==> config.mk <==
export PLATFORM = sky130hd
export DESIGN_NAME = fp_norm_lzc_flat
export DESIGN_NICKNAME = d
export VERILOG_FILES = /design/src/rtl/fp_norm_lzc_if.sv /design/src/rtl/fp_norm_lzc.sv /design/src/flat_wrapper.sv
export SDC_FILE = /design/constraint.sdc
export NUM_CORES = 1
export LEC_CHECK = 0
export CORE_MARGIN = 5
export CORE_UTILIZATION = 49
export CTS_CLUSTER_DIAMETER = 80
export DETAILED_ROUTE_END_ITERATION = 7
export GPL_ROUTABILITY_DRIVEN = 0
export PLACE_DENSITY = 0.88
export SLEW_MARGIN = 20
export SYNTH_ARGS = -nofsm -noshare
export SYNTH_HDL_FRONTEND = slang
export SYNTH_SLANG_ARGS = --single-unit
==> constraint.sdc <==
create_clock -name clk -period 3.2 [get_ports clk]
set_clock_uncertainty 0.05 [all_clocks]
set_input_delay 0.32 -clock clk [delete_from_list [all_inputs] [get_ports clk]]
set_output_delay 0.32 -clock clk [all_outputs]
set_load 0.01 [all_outputs]
==> src/rtl/fp_norm_lzc_if.sv <==
// fp_norm_lzc_if: handshake bundle for the fp_norm_lzc normalization stage.
//   Input side : in_valid, in_ready, in_sign, in_exp[EXP_W], in_sig[24]
//   Output side: out_valid, out_ready, out_sign, out_exp[EXP_W], out_frac[23],
//                out_shamt[5], out_zero, out_uflow
// Modports: master = producer/consumer around the stage, slave = the stage itself.
interface fp_norm_lzc_if #(
  parameter int unsigned EXP_W = 8
);
  logic             in_valid;
  logic             in_ready;
  logic             in_sign;
  logic [EXP_W-1:0] in_exp;
  logic [23:0]      in_sig;
  logic             out_valid;
  logic             out_ready;
  logic             out_sign;
  logic [EXP_W-1:0] out_exp;
  logic [22:0]      out_frac;
  logic [4:0]       out_shamt;
  logic             out_zero;
  logic             out_uflow;

  modport master (
    output in_valid, in_sign, in_exp, in_sig, out_ready,
    input  in_ready, out_valid, out_sign, out_exp, out_frac, out_shamt, out_zero, out_uflow
  );

  modport slave (
    input  in_valid, in_sign, in_exp, in_sig, out_ready,
    output in_ready, out_valid, out_sign, out_exp, out_frac, out_shamt, out_zero, out_uflow
  );
endinterface

==> src/rtl/fp_norm_lzc.sv <==
// fp_norm_lzc: two-stage leading-zero count and exponent adjust for single-precision
// add/sub normalization. S1 registers the beat with partial LZ counts of the upper
// 16 and lower 8 significand bits; S2 combines them and registers the final results.
// Ports:
//   clk, rst_n : clock, synchronous active-low reset
//   bus        : fp_norm_lzc_if.slave (valid/ready in, valid/ready out, see interface)
// Optional feature: define FP_NORM_GRADUAL_UFLOW_EN for gradual underflow
// (shift to subnormal); otherwise underflow flushes to zero.
// EXP_W must be at least 5.
module fp_norm_lzc #(
  parameter int unsigned EXP_W = 8
) (
  input logic        clk,
  input logic        rst_n,
  fp_norm_lzc_if.slave bus
);

  function automatic logic [4:0] lz16(input logic [15:0] v);
    logic [4:0] n;
    logic       found;
    n     = 5'd16;
    found = 1'b0;
    for (int i = 15; i >= 0; i--) begin
      if (!found && v[i]) begin
        n     = 5'(15 - i);
        found = 1'b1;
      end
    end
    return n;
  endfunction

  function automatic logic [3:0] lz8(input logic [7:0] v);
    logic [3:0] n;
    logic       found;
    n     = 4'd8;
    found = 1'b0;
    for (int i = 7; i >= 0; i--) begin
      if (!found && v[i]) begin
        n     = 4'(7 - i);
        found = 1'b1;
      end
    end
    return n;
  endfunction

  // S1 state
  logic             s1_valid;
  logic             s1_sign;
  logic [EXP_W-1:0] s1_exp;
  logic [22:0]      s1_frac;
  logic [4:0]       s1_hi_lz;
  logic [3:0]       s1_lo_lz;
  logic             s1_hi_zero;
  logic             s1_lo_zero;

  // S2 state (drives the outputs directly)
  logic             s2_valid;
  logic             s2_sign;
  logic [EXP_W-1:0] s2_exp;
  logic [22:0]      s2_frac;
  logic [4:0]       s2_shamt;
  logic             s2_zero;
  logic             s2_uflow;

  logic s2_adv;
  logic s1_adv;
  logic in_ready;

  assign s2_adv   = !s2_valid || bus.out_ready;
  assign s1_adv   = s2_adv;
  // Gated by rst_n so nothing is accepted on a reset cycle.
  assign in_ready = rst_n && (!s1_valid || s1_adv);

  // S2 next-state
  logic [4:0]       n_cnt;
  logic [EXP_W:0]   n_ext;
  logic [EXP_W:0]   exp_diff;
  logic             is_zero;
  logic             is_normal;
  logic [EXP_W-1:0] nxt_exp;
  logic [4:0]       nxt_shamt;
  logic             nxt_zero;
  logic             nxt_uflow;

  always_comb begin
    n_cnt     = s1_hi_zero ? (5'd16 + {1'b0, s1_lo_lz}) : s1_hi_lz;
    n_ext     = {{(EXP_W - 4){1'b0}}, n_cnt};
    exp_diff  = {1'b0, s1_exp} - n_ext;
    is_zero   = s1_hi_zero && s1_lo_zero;
    // exp > n: no borrow out of the widened subtract and a non-zero result
    is_normal = !exp_diff[EXP_W] && (exp_diff != '0);
    nxt_exp   = '0;
    nxt_shamt = '0;
    nxt_zero  = 1'b0;
    nxt_uflow = 1'b0;
    if (is_zero) begin
      nxt_zero = 1'b1;
    end else if (is_normal) begin
      nxt_exp   = exp_diff[EXP_W-1:0];
      nxt_shamt = n_cnt;
    end else begin
      nxt_uflow = 1'b1;
`ifdef FP_NORM_GRADUAL_UFLOW_EN
      // Underflow implies exp <= n <= 24, so the low 5 bits hold exp exactly.
      nxt_shamt = (s1_exp == '0) ? 5'd0 : (s1_exp[4:0] - 5'd1);
`else
      nxt_zero  = 1'b1;
`endif
    end
  end

  always_ff @(posedge clk) begin
    if (!rst_n) begin
      s1_valid   <= 1'b0;
      s1_sign    <= 1'b0;
      s1_exp     <= '0;
      s1_frac    <= '0;
      s1_hi_lz   <= '0;
      s1_lo_lz   <= '0;
      s1_hi_zero <= 1'b0;
      s1_lo_zero <= 1'b0;
    end else if (in_ready) begin
      s1_valid <= bus.in_valid;
      if (bus.in_valid) begin
        s1_sign    <= bus.in_sign;
        s1_exp     <= bus.in_exp;
        s1_frac    <= bus.in_sig[22:0];
        s1_hi_lz   <= lz16(bus.in_sig[23:8]);
        s1_lo_lz   <= lz8(bus.in_sig[7:0]);
        s1_hi_zero <= (bus.in_sig[23:8] == '0);
        s1_lo_zero <= (bus.in_sig[7:0] == '0);
      end
    end
  end

  always_ff @(posedge clk) begin
    if (!rst_n) begin
      s2_valid <= 1'b0;
      s2_sign  <= 1'b0;
      s2_exp   <= '0;
      s2_frac  <= '0;
      s2_shamt <= '0;
      s2_zero  <= 1'b0;
      s2_uflow <= 1'b0;
    end else if (s2_adv) begin
      s2_valid <= s1_valid;
      if (s1_valid) begin
        s2_sign  <= s1_sign;
        s2_exp   <= nxt_exp;
        s2_frac  <= s1_frac;
        s2_shamt <= nxt_shamt;
        s2_zero  <= nxt_zero;
        s2_uflow <= nxt_uflow;
      end
    end
  end

  assign bus.in_ready  = in_ready;
  assign bus.out_valid = s2_valid;
  assign bus.out_sign  = s2_sign;
  assign bus.out_exp   = s2_exp;
  assign bus.out_frac  = s2_frac;
  assign bus.out_shamt = s2_shamt;
  assign bus.out_zero  = s2_zero;
  assign bus.out_uflow = s2_uflow;

endmodule

==> src/flat_wrapper.sv <==
// flat-port wrapper written by rule: the top's interface ports become plain ports
module fp_norm_lzc_flat 
#(
  parameter int unsigned EXP_W = 8
)
  (clk, rst_n, bus_in_valid, bus_in_sign, bus_in_exp, bus_in_sig, bus_out_ready, bus_in_ready, bus_out_valid, bus_out_sign, bus_out_exp, bus_out_frac, bus_out_shamt, bus_out_zero, bus_out_uflow);
  fp_norm_lzc_if #(.EXP_W(EXP_W)) bus_i ();
  input logic clk;
  input logic rst_n;
  input wire logic [$bits(bus_i.in_valid)-1:0] bus_in_valid;
  input wire logic [$bits(bus_i.in_sign)-1:0] bus_in_sign;
  input wire logic [$bits(bus_i.in_exp)-1:0] bus_in_exp;
  input wire logic [$bits(bus_i.in_sig)-1:0] bus_in_sig;
  input wire logic [$bits(bus_i.out_ready)-1:0] bus_out_ready;
  output wire logic [$bits(bus_i.in_ready)-1:0] bus_in_ready;
  output wire logic [$bits(bus_i.out_valid)-1:0] bus_out_valid;
  output wire logic [$bits(bus_i.out_sign)-1:0] bus_out_sign;
  output wire logic [$bits(bus_i.out_exp)-1:0] bus_out_exp;
  output wire logic [$bits(bus_i.out_frac)-1:0] bus_out_frac;
  output wire logic [$bits(bus_i.out_shamt)-1:0] bus_out_shamt;
  output wire logic [$bits(bus_i.out_zero)-1:0] bus_out_zero;
  output wire logic [$bits(bus_i.out_uflow)-1:0] bus_out_uflow;
  assign bus_i.in_valid = bus_in_valid;
  assign bus_i.in_sign = bus_in_sign;
  assign bus_i.in_exp = bus_in_exp;
  assign bus_i.in_sig = bus_in_sig;
  assign bus_i.out_ready = bus_out_ready;
  assign bus_in_ready = bus_i.in_ready;
  assign bus_out_valid = bus_i.out_valid;
  assign bus_out_sign = bus_i.out_sign;
  assign bus_out_exp = bus_i.out_exp;
  assign bus_out_frac = bus_i.out_frac;
  assign bus_out_shamt = bus_i.out_shamt;
  assign bus_out_zero = bus_i.out_zero;
  assign bus_out_uflow = bus_i.out_uflow;
  fp_norm_lzc #(.EXP_W(EXP_W)) u_core (.clk(clk), .rst_n(rst_n), .bus(bus_i));
endmodule
==> Implementation_results.wiki <==
{| class="wikitable"
! Metric !! Value
|-
| Stage delay of the slowest cell on the critical path || 0.47 ns
|-
| Post-synthesis instance total || 427
|-
| Most area-hungry cell type in the Yosys netlist || sky130_fd_sc_hd__dfxtp_1
|-
| Buffering stage count on the worst path with inverters included || 1
|-
| Clock transition at the register clock pins on the worst setup and hold paths after CTS || 0.08 ns
|-
| Vias in the first global route || 3257
|-
| Count of unique library cells instantiated by Yosys || 46
|-
| Leakage power || 0.00172 µW
|-
| Relative max-transition margin || 43.8%
|-
| Critical path class || flip-flop to flip-flop
|-
| Final-layout setup total negative slack || 0 ns
|-
| Part of the power in the clock network || 33.9%
|-
| Ratio of cells with drive above 1 in the final layout || 7.03%
|-
| Number of enable-type register cells in the synthesized netlist || 0
|-
| Via density || 5.34
|-
| DRT Wirelength || 8620 µm
|-
| Area share of the leading cell type in the synthesized netlist || 48.9%
|-
| Critical path, cell by cell || mux2_2, ha_1, inv_1, fa_1, or3b_2, a221oi_2, nand4b_2, a32o_1
|-
| IR drop worst, VDD || 213 µV
|-
| Most frequent cells after synthesis || sky130_fd_sc_hd__nand2_1 (115), sky130_fd_sc_hd__dfxtp_1 (84), sky130_fd_sc_hd__a21oi_1 (43)
|-
| Post-cts resize count || 0
|-
| Arrival time worst endpoint || 3.14 ns
|-
| Clk buf depth || 2
|-
| Fraction of power consumed by combinational cells || 14.7%
|-
| Primary flip-flop cell chosen by synthesis mapping || sky130_fd_sc_hd__dfxtp_1
|-
| Number of buffer cells added on primary ports || 77
|-
| Inserted Clock Buffers || 9
|-
| Number of antenna violations at the first check in global routing || 0
|-
| Die Width || 93.8 µm
|-
| CTS sink count || 84
|-
| Final nets || 537
|-
| Remaining global-route overflow || 0
|-
| Clock root cell || sky130_fd_sc_hd__clkbuf_8
|-
| Core area || 6830 µm²
|-
| Post-Route Hold Slack || 0.405 ns
|-
| Crit path max-delay family || simple AND/OR/NAND/NOR gates
|-
| Unrepaired setup endpoints after global routing || false
|-
| I/O pin total || 78
|-
| Mean routed wirelength per cell || 14.5 µm
|-
| Achievable frequency || 340 MHz
|-
| Warning count from the yosys run || 0
|-
| Most frequent cell after synthesis || sky130_fd_sc_hd__nand2_1
|-
| Final Max Slew Viols || 0
|-
| TritonCTS clock tree || built
|-
| Pwr Total || 2190 µW
|-
| Cell area after synthesis || 3440 µm²
|-
| Number of nets with antenna violations after routing || 0
|-
| Initial Util || 50.4%
|-
| Final critical delay including setup and external delays || 2.94 ns
|-
| GRT Util Overall || 20.7%
|-
| Synthesis-to-finish area growth || 29.9%
|-
| Power density cells || 490 nW/µm²
|-
| Post-route fraction of the period consumed by the critical path || 92.0%
|-
| Clock latency of the later-clocked register in the worst-skew pair || 0.35 ns
|-
| Worst path required time || 3.39 ns
|-
| Path category of the worst min-delay check || flip-flop to flip-flop
|-
| Detailed placement HPWL || 6120 µm
|-
| Drc violations || 0
|-
| Max-cap violation count || 0
|-
| Antenna diode count || 0
|-
| Synthesized flop and latch total || 84
|-
| Buffers inserted by post-CTS timing repair || 0
|-
| Internal power summed over all cells || 1620 µW
|-
| Sequential Power Share || 51.4%
|-
| Startpoint types || flip-flop
|-
| Cell with the largest stage delay on the worst path || sky130_fd_sc_hd__or3b_2
|-
| First-pass GRT wire length || 14400 µm
|-
| Run status || finished, final reports clean
|-
| Detailed Route Iter0 Violations || 185
|-
| Final count of hold timing violations || 0
|-
| Actual transition at the worst max-transition pin || 0.840 ns
|-
| Total Die Area || 8800 µm²
|-
| Net load switching power || 571 µW
|-
| Y dimension of the die || 93.8 µm
|-
| Total nets after synthesis || 470
|-
| Total of hold buffers inserted after clock tree synthesis || 0
|-
| First-pass DRT Iterations || 4
|-
| Level count of the clock H-tree || 3
|-
| Sw frac || 26.1%
|-
| Part of the Yosys area used for sequential elements || 48.9%
|-
| Total number of vias || 3172
|-
| Final setup violation count || 0
|-
| Syn_area_per_cell || 8.06 µm²
|-
| CP Max Fanout || 7
|-
| Area contributors post-synth || sky130_fd_sc_hd__dfxtp_1 (49%), sky130_fd_sc_hd__nand2_1 (13%), sky130_fd_sc_hd__a21oi_1 (6.3%), sky130_fd_sc_hd__nand3_1 (5.4%), sky130_fd_sc_hd__nor2_1 (2.6%)
|-
| Largest net degree at the start of global routing || 40
|-
| Rows || 30
|-
| Asr flop ratio synth || 0%
|-
| Kind of end point of the critical path || flip-flop
|}
==> layer usage <==
metal | track usage [%] | share of wire (%) | vias up | routed length (µm)
met4 | 10.6 | 2.5 | 0 | 213
met3 | 5.45 | 6.3 | 19 | 546
met1 | 23.6 | 42 | 1453 | 3600
li1 | - | - | 1591 | -
met5 | 0 | 0 | - | 0
met2 | 35.2 | 49 | 109 | 4260
==> layout by cell type, fill, tap and decap left out, types with 2 or more instances in the layout <==
master,netlist,routed
sky130_fd_sc_hd__or2_2,2,2
sky130_fd_sc_hd__a21oi_1,43,43
sky130_fd_sc_hd__a31oi_1,2,2
sky130_fd_sc_hd__xor2_1,2,2
sky130_fd_sc_hd__nor3_1,6,6
sky130_fd_sc_hd__dfxtp_1,84,84
sky130_fd_sc_hd__buf_4,0,5
sky130_fd_sc_hd__inv_1,11,11
sky130_fd_sc_hd__clkbuf_8,0,10
sky130_fd_sc_hd__a32o_1,7,7
sky130_fd_sc_hd__a22o_1,3,3
sky130_fd_sc_hd__mux2_2,4,4
sky130_fd_sc_hd__o21a_1,2,2
sky130_fd_sc_hd__o41ai_1,2,2
sky130_fd_sc_hd__o32a_1,2,2
sky130_fd_sc_hd__nand2_1,115,115
sky130_fd_sc_hd__nand2b_1,3,3
sky130_fd_sc_hd__ha_1,5,5
sky130_fd_sc_hd__nor2_1,24,24
sky130_fd_sc_hd__clkdlybuf4s50_1,0,77
sky130_fd_sc_hd__clkinvlp_4,0,2
sky130_fd_sc_hd__nand3_1,37,36
sky130_fd_sc_hd__o21ai_0,17,17
sky130_fd_sc_hd__nor2b_1,3,2
sky130_fd_sc_hd__nor4_1,4,4
==> state kept, by name (all words and copies together), names as in the netlist, 4 cells and up <==
register	cells
u_core.bus.out_frac	23
u_core.s1_frac	23
u_core.bus.out_exp	8
u_core.s1_exp	8
u_core.bus.out_shamt	5
u_core.s1_hi_lz	5
u_core.s1_lo_lz	4
==> power by group through the flow <==
stage               combinational [µW]  sequential (µW)  clock, µW
floorplan                          173             1150          0
global placement                   307             1150          0
detailed placement                 319             1150          0
CTS                                320             1130        752
global route                       355             1130        796
finish                             322             1130        742
==> logic make-up (layout without fill, tap and decap cells) <==
| kind of cell | count (synthesis) | count (layout) | synth area share, % |
|---|---|---|---|
| AO/OA/AOI/OAI | 89 | 89 | 16.2 |
| XOR/XNOR | 2 | 2 | 0.509 |
| adder cells (fa/ha/maj) | 6 | 6 | 2.40 |
| buffers and inverters | 38 | 109 | 4.25 |
| flip-flops | 84 | 84 | 48.9 |
| multiplexers | 4 | 4 | 1.31 |
| AND/OR/NAND/NOR | 204 | 204 | 26.4 |
==> metrics by stage <==
stage,instance area (µm²),cells,worst slack (ns),utilization [%]
finish,4470,594,0.256,65.4
global placement,4280,579,0.342,62.6
detailed placement,4280,579,0.260,62.6
floorplan,3440,427,0.357,-
CTS,4470,594,0.254,65.4
global route,4470,594,0.0961,65.4
==> cell type report <==
class	count	area, µm²
clock inverter	4	50.0
inverter	12	45.0
fill	596	2360
timing repair buffer	82	808
sequential	84	1680
multi-input combinational	305	1620
clock buffer	11	141
tap	96	120
==> final timing paths <==
| path | startpoint | end | slack, ns | cells after the start |
|---|---|---|---|---|
| worst min-delay path | u_core.bus.out_sign | u_core.bus.out_sign | 0.40 | 2 |
| worst max register to register | u_core.s1_hi_zero | u_core.bus.out_shamt[2] | 0.26 | 8 |
| worst max-delay path | u_core.s1_hi_zero | u_core.bus.out_shamt[2] | 0.26 | 8 |
| worst min register to register | u_core.bus.out_sign | u_core.bus.out_sign | 0.40 | 2 |
==> worst reg2reg max path: cells and delay by family (launching register included) <==
family,cells,cell delay [ns]
compound gates,2,0.52
fa+ha+maj,2,0.65
buf+inv,1,0.08
flops,1,0.45
mux,1,0.39
simple gates,2,0.71
(Power assumes the default switching activity.)
